[config.mk]
export PLATFORM = sky130hd
export DESIGN_NAME = demux_rr_dispatcher
export DESIGN_NICKNAME = d
export VERILOG_FILES = /design/src/rtl/demux_pkg.sv /design/src/rtl/rr_pick4.sv /design/src/rtl/demux_rr_dispatcher.sv
export SDC_FILE = /design/constraint.sdc
export NUM_CORES = 1
export LEC_CHECK = 0
export ABC_AREA = 1
export ABC_CLOCK_PERIOD_IN_PS = 2060
export BUFFER_PORTS_ARGS = -buffer_cell sky130_fd_sc_hd__buf_2
export CAP_MARGIN = 5
export CORE_ASPECT_RATIO = 1.5
export CORE_UTILIZATION = 46
export CTS_CLUSTER_SIZE = 25
export DETAILED_ROUTE_END_ITERATION = 10
export GPL_ROUTABILITY_DRIVEN = 0
export PLACE_DENSITY = 0.75
export SLEW_MARGIN = 40
export SYNTH_ARGS = -nofsm -noshare
export SYNTH_HDL_FRONTEND = slang
export SYNTH_SLANG_ARGS = --single-unit
export TNS_END_PERCENT = 50
[constraint.sdc]
create_clock -name clk_i -period 2.06 [get_ports clk_i]
set_input_delay 0 -clock clk_i [delete_from_list [all_inputs] [get_ports clk_i]]
set_output_delay 0 -clock clk_i [all_outputs]
set_load 0.03 [all_outputs]
[src/rtl/demux_pkg.sv]
// ============================================================================
// Module : demux_pkg
// Brief  : Shared channel count, channel-index type and FSM state encoding
// Rev    : 1.0
// ============================================================================
`default_nettype none

package demux_pkg;

    localparam int NUM_CH = 4;

    typedef logic [1:0] ch_idx_t;

    typedef enum logic [0:0] {
        ST_IDLE = 1'b0,
        ST_BUSY = 1'b1
    } state_t;

endpackage

`default_nettype wire

[src/rtl/rr_pick4.sv]
// ============================================================================
// Module : rr_pick4
// Brief  : Combinational search for the first set mask bit starting at ptr
// Rev    : 1.0
// ============================================================================
`default_nettype none

module rr_pick4
    import demux_pkg::*;
(
    input  logic [3:0] mask,
    input  ch_idx_t    ptr,
    output ch_idx_t    index,
    output logic       found
);

    logic [7:0] w_dbl;
    logic [3:0] w_rot;
    ch_idx_t    w_off;

    // Doubling the mask turns the modulo-4 rotation into a plain slice.
    assign w_dbl = {mask, mask};
    assign w_rot = w_dbl[ptr +: 4];

    always_comb begin
        w_off = 2'd0;
        casez (w_rot)
            4'b???1: w_off = 2'd0;
            4'b??10: w_off = 2'd1;
            4'b?100: w_off = 2'd2;
            4'b1000: w_off = 2'd3;
            default: w_off = 2'd0;
        endcase
    end

    assign index = ptr + w_off;
    assign found = |mask;

endmodule

`default_nettype wire

[src/rtl/demux_rr_dispatcher.sv]
// ============================================================================
// Module : demux_rr_dispatcher
// Brief  : One-word buffered demux to four channels, fixed or round-robin
// Rev    : 1.0
// ============================================================================
`default_nettype none

module demux_rr_dispatcher
    import demux_pkg::*;
#(
    parameter int DATA_W = 8
) (
    input  logic              clk_i,
    input  logic              rst_n_i,
    input  logic              in_valid_i,
    input  logic [DATA_W-1:0] in_data_i,
    output logic              in_ready_o,
    input  logic              mode_i,
    input  logic [1:0]        sel_i,
    input  logic [3:0]        en_i,
    output logic [3:0]        out_valid_o,
    output logic [DATA_W-1:0] out_data_o,
    input  logic [3:0]        out_ready_i,
    output logic [15:0]       count_o
);

    state_t            r_state;
    ch_idx_t           r_target;
    ch_idx_t           r_ptr;
    logic [DATA_W-1:0] r_data;
    logic [3:0]        r_out_valid;
    logic [15:0]       r_count;

    ch_idx_t w_rr_idx;
    logic    w_rr_found;
    ch_idx_t w_target;
    logic    w_eligible;
    logic    w_deliver;
    logic    w_accept;

    rr_pick4 u_rr_pick4 (
        .mask  (en_i),
        .ptr   (r_ptr),
        .index (w_rr_idx),
        .found (w_rr_found)
    );

    assign w_eligible = mode_i ? w_rr_found : en_i[sel_i];
    assign w_target   = mode_i ? w_rr_idx : sel_i;
    // Only the held target's ready matters; other channels are ignored.
    assign w_deliver  = (r_state == ST_BUSY) && out_ready_i[r_target];
    assign in_ready_o = w_eligible && ((r_state == ST_IDLE) || w_deliver);
    assign w_accept   = in_valid_i && in_ready_o;

    always_ff @(posedge clk_i or negedge rst_n_i) begin
        if (!rst_n_i) begin
            r_state     <= ST_IDLE;
            r_target    <= 2'd0;
            r_ptr       <= 2'd0;
            r_data      <= '0;
            r_out_valid <= 4'b0000;
            r_count     <= 16'd0;
        end else begin
            if (w_deliver) begin
                r_count <= r_count + 16'd1;
            end
            if (w_accept) begin
                r_state     <= ST_BUSY;
                r_target    <= w_target;
                r_data      <= in_data_i;
                r_out_valid <= 4'b0001 << w_target;
                if (mode_i) begin
                    r_ptr <= w_target + 2'd1;
                end
            end else if (w_deliver) begin
                r_state     <= ST_IDLE;
                r_out_valid <= 4'b0000;
            end
        end
    end

    assign out_valid_o = r_out_valid;
    assign out_data_o  = r_data;
    assign count_o     = r_count;

endmodule

`default_nettype wire

==> impl_results.rst <==
.. list-table::
   :header-rows: 1

   * - Metric
     - Value
   * - Later-pin clock latency in the skew report
     - 290 ps
   * - Crit start category
     - flip-flop
   * - Maximum level of the CTS H-tree
     - 2
   * - Die outline width
     - 53.0 um
   * - Headroom to the max-slew limit
     - 72.3%
   * - Overall global routing resource usage
     - a little under a quarter
   * - Die area
     - 4170 um2
   * - Pin count of the biggest net entering global routing
     - 34
   * - Post-synthesis net count
     - 246
   * - Number of top-level pins
     - 51
   * - #FFs+latches synth
     - 33
   * - Filler-free cell count of the finished design
     - 333
   * - Vias post-DR
     - around 1600
   * - Num Clock Sinks
     - 33
   * - Average instance area after synthesis
     - 8.17 um2
   * - Post-route setup slack
     - -85.4 ps
   * - Initial standard-cell utilization of the core
     - 48.4%
   * - Slew at the pin closest to its max-slew limit
     - roughly 420 ps
   * - Instance count of the mapped netlist
     - 220
   * - CTS tree
     - built
   * - Peak VDD IR
     - between 900 and 1000 uV
   * - Leading cell type in the layout, fill and taps excluded
     - sky130_fd_sc_hd__nand2_1
   * - Number of warnings reported in the yosys synthesis log
     - 0
   * - Required time of the worst setup path
     - 2240 ps
   * - Unique cell type count in the Yosys netlist
     - 25
   * - First-pass GRT wire length
     - 6870 um
   * - Pins Over Slew Limit
     - 0
   * - Via density per instance
     - 4.90
   * - Violated checks
     - negative setup slack
   * - Clock period minus worst slack
     - 2150 ps
   * - Final routed DRC violation total
     - 0
   * - Synthesized area
     - 1800 um2
   * - Total gr overflow
     - 0
   * - Total routed wirelength
     - 4190 um
   * - Antenna cell count
     - 0
   * - Final clock period utilization by the worst path
     - 104%
   * - Antenna violations before repair
     - 0
   * - Average wire length per cell after detail routing
     - 12.6 um
   * - Number of global-route vias before repair
     - 1652
   * - Number of optimization iterations in the first detailed-route pass
     - 4
   * - Count of endpoints failing hold in the final timing report
     - 0
   * - Share of the yosys chip area belonging to registers
     - 45.9%
   * - Die boundary height
     - 78.6 um
   * - Initial DRC Count
     - 29
   * - Dpl hpwl
     - roughly 2900 um
   * - Count of buffers from port buffering
     - 50
   * - Static Leakage
     - 0.00133 uW
   * - Crit-path max cell delay
     - 450 ps
   * - Bufs on Longest Clock Path
     - 2
   * - Clk slew on worst S/H paths
     - 60 ps
   * - Number of routed nets with antenna violations
     - 0
   * - Max_cap viols
     - 0
   * - WP buf/inv
     - 3
   * - Max FO, Critical Path
     - 6
   * - P&R area growth vs syn
     - 33.7%
   * - Type of the worst min-delay path
     - input port to flip-flop
   * - Arrival time at the worst endpoint
     - 2320 ps
   * - Critical Path, Cell by Cell
     - inv_4, nand2_2, nand3_2, nand2_2, nand3_2, a21boi_2, ha_2, xor2_2, inv_1, nand2_1, nand3_2, nand2_2, inv_2, ha_4, nand2_1, o21a_1
   * - Total power divided by cell area
     - 1410 nW/um2
   * - Clock buffer count from CTS
     - 5
   * - Placed cell count
     - between 300 and 400
   * - Core Region
     - 3720 um2
   * - Core Rows
     - 27
   * - Master cell of the clock root buffer
     - sky130_fd_sc_hd__clkbuf_8
   * - Finished layout cell area
     - 2400 um2
   * - Endpoint kind of the worst setup timing path
     - flip-flop
   * - CP max stage cell
     - sky130_fd_sc_hd__dfrtp_2
   * - Highest-count cells in the layout ignoring fill and taps
     - sky130_fd_sc_hd__nand2_1 (75), sky130_fd_sc_hd__buf_2 (49), sky130_fd_sc_hd__dfrtp_1 (31)
   * - Nets
     - 315
   * - Final setup fails
     - 2
   * - Maximum operating frequency
     - 0.466 GHz
   * - Fraction of layout cells with a size suffix above 1
     - 36.6%
   * - Setup repair after global routing missed its margin
     - true
   * - Placed inst area
     - 2100 um2
   * - Worst setup path class
     - flip-flop to flip-flop
   * - Outcome
     - complete, but fails checks
   * - Clock tree skew after final layout
     - roughly 3.4 ps
   * - Critical path's top delay family
     - simple AND/OR/NAND/NOR gates
## Yosys cell counts (all sizes together)
cell,count,area share (%)
a21boi,1,0.42
xnor2,4,1.9
clkinv,2,0.49
xor2,10,4.9
ha,4,2.8
inv,24,5.0
nor2,16,4.5
nand2,87,19
buf,3,1.5
nand4,4,1.4
dfrtp,33,46
o21ai,5,1.4
nand3,21,8.6
nor3,2,1.1
o21a,1,0.42
a21oi,3,0.83
## report_power, final
group          total (uW)  switching (uW)  internal [uW]
Combinational        1690            1100            589
Sequential           1070             200            867
Clock                 631             237            394
Total                3390            1530           1850
## logic make-up (layout without fill, tap and decap cells)
kind of cell	after synthesis	count (layout)	synth area share [%]
compound gates	10	10	3.06
xor+xnor	14	14	6.82
simple gates	130	130	34.4
fa+ha+maj	4	4	2.78
flops	33	33	45.9
buf+inv	29	99	6.96
## per-stage QoR
step | setup WS [ps] | hold slack [ps] | setup TNS, ps | util [%] | total power [uW]
detailed placement | -91.7 | 107 | -166 | 56.5 | 2550
global route | -247 | 107 | -536 | 64.7 | 3610
global placement | -11.0 | 107 | -11.0 | 56.5 | 2510
finish | -85.4 | 74.6 | -128 | 64.7 | 3390
CTS | -114 | 64.3 | -194 | 63.7 | 3310
floorplan | 4.13 | -296 | 0 | - | 2140
## timing repair
item,4_1_cts,5_1_grt
endpoints found under the hold margin,41,0
hold buffers,9,0
gates resized for setup,12,8
setup endpoints to repair,3,7
pin swaps,8,5
buffers inserted,2,1
## tightest hold or removal path, delay by kind of cell
family        cells  cell delay (ps)
simple gates      3              210
buf+inv           1              120
## metal layers
layer,vias to the layer above,GRT usage (%),wire (um)
met2,45,41.6,2310
met3,9,6.01,179
met5,-,0,0
met1,755,22.0,1600
met4,0,11.1,101
li1,823,-,-
## flip-flops by register name, summed over array words and instances, names as in the netlist
name,flops
count_o,16
r_state,1
out_data_o,8
r_target,2
out_valid_o,4
r_ptr,2
## path summary, 6_finish.rpt
check                              start              to  slack (ps)  depth (start not counted)
max                             r_ptr[0]        r_ptr[1]         -90                         16
min                               mode_i  out_valid_o[0]          70                          4
max reg2reg                     r_ptr[0]        r_ptr[1]         -90                         16
min reg2reg                out_data_o[5]   out_data_o[5]         480                          2
max in group asynchronous        rst_n_i        r_ptr[1]        1550                          2
min in group asynchronous        rst_n_i      count_o[3]         180                          2
## cell type report
type,instances,area (um2)
Fill cell,334,1310
Multi-Input combinational cell,158,916
Sequential cell,33,828
Timing Repair Buffer,65,388
Inverter,26,101
Clock buffer,7,86.3
Tap cell,43,53.8
Clock inverter,1,30.0
Note: power is estimated with default switching activity, not from simulation.
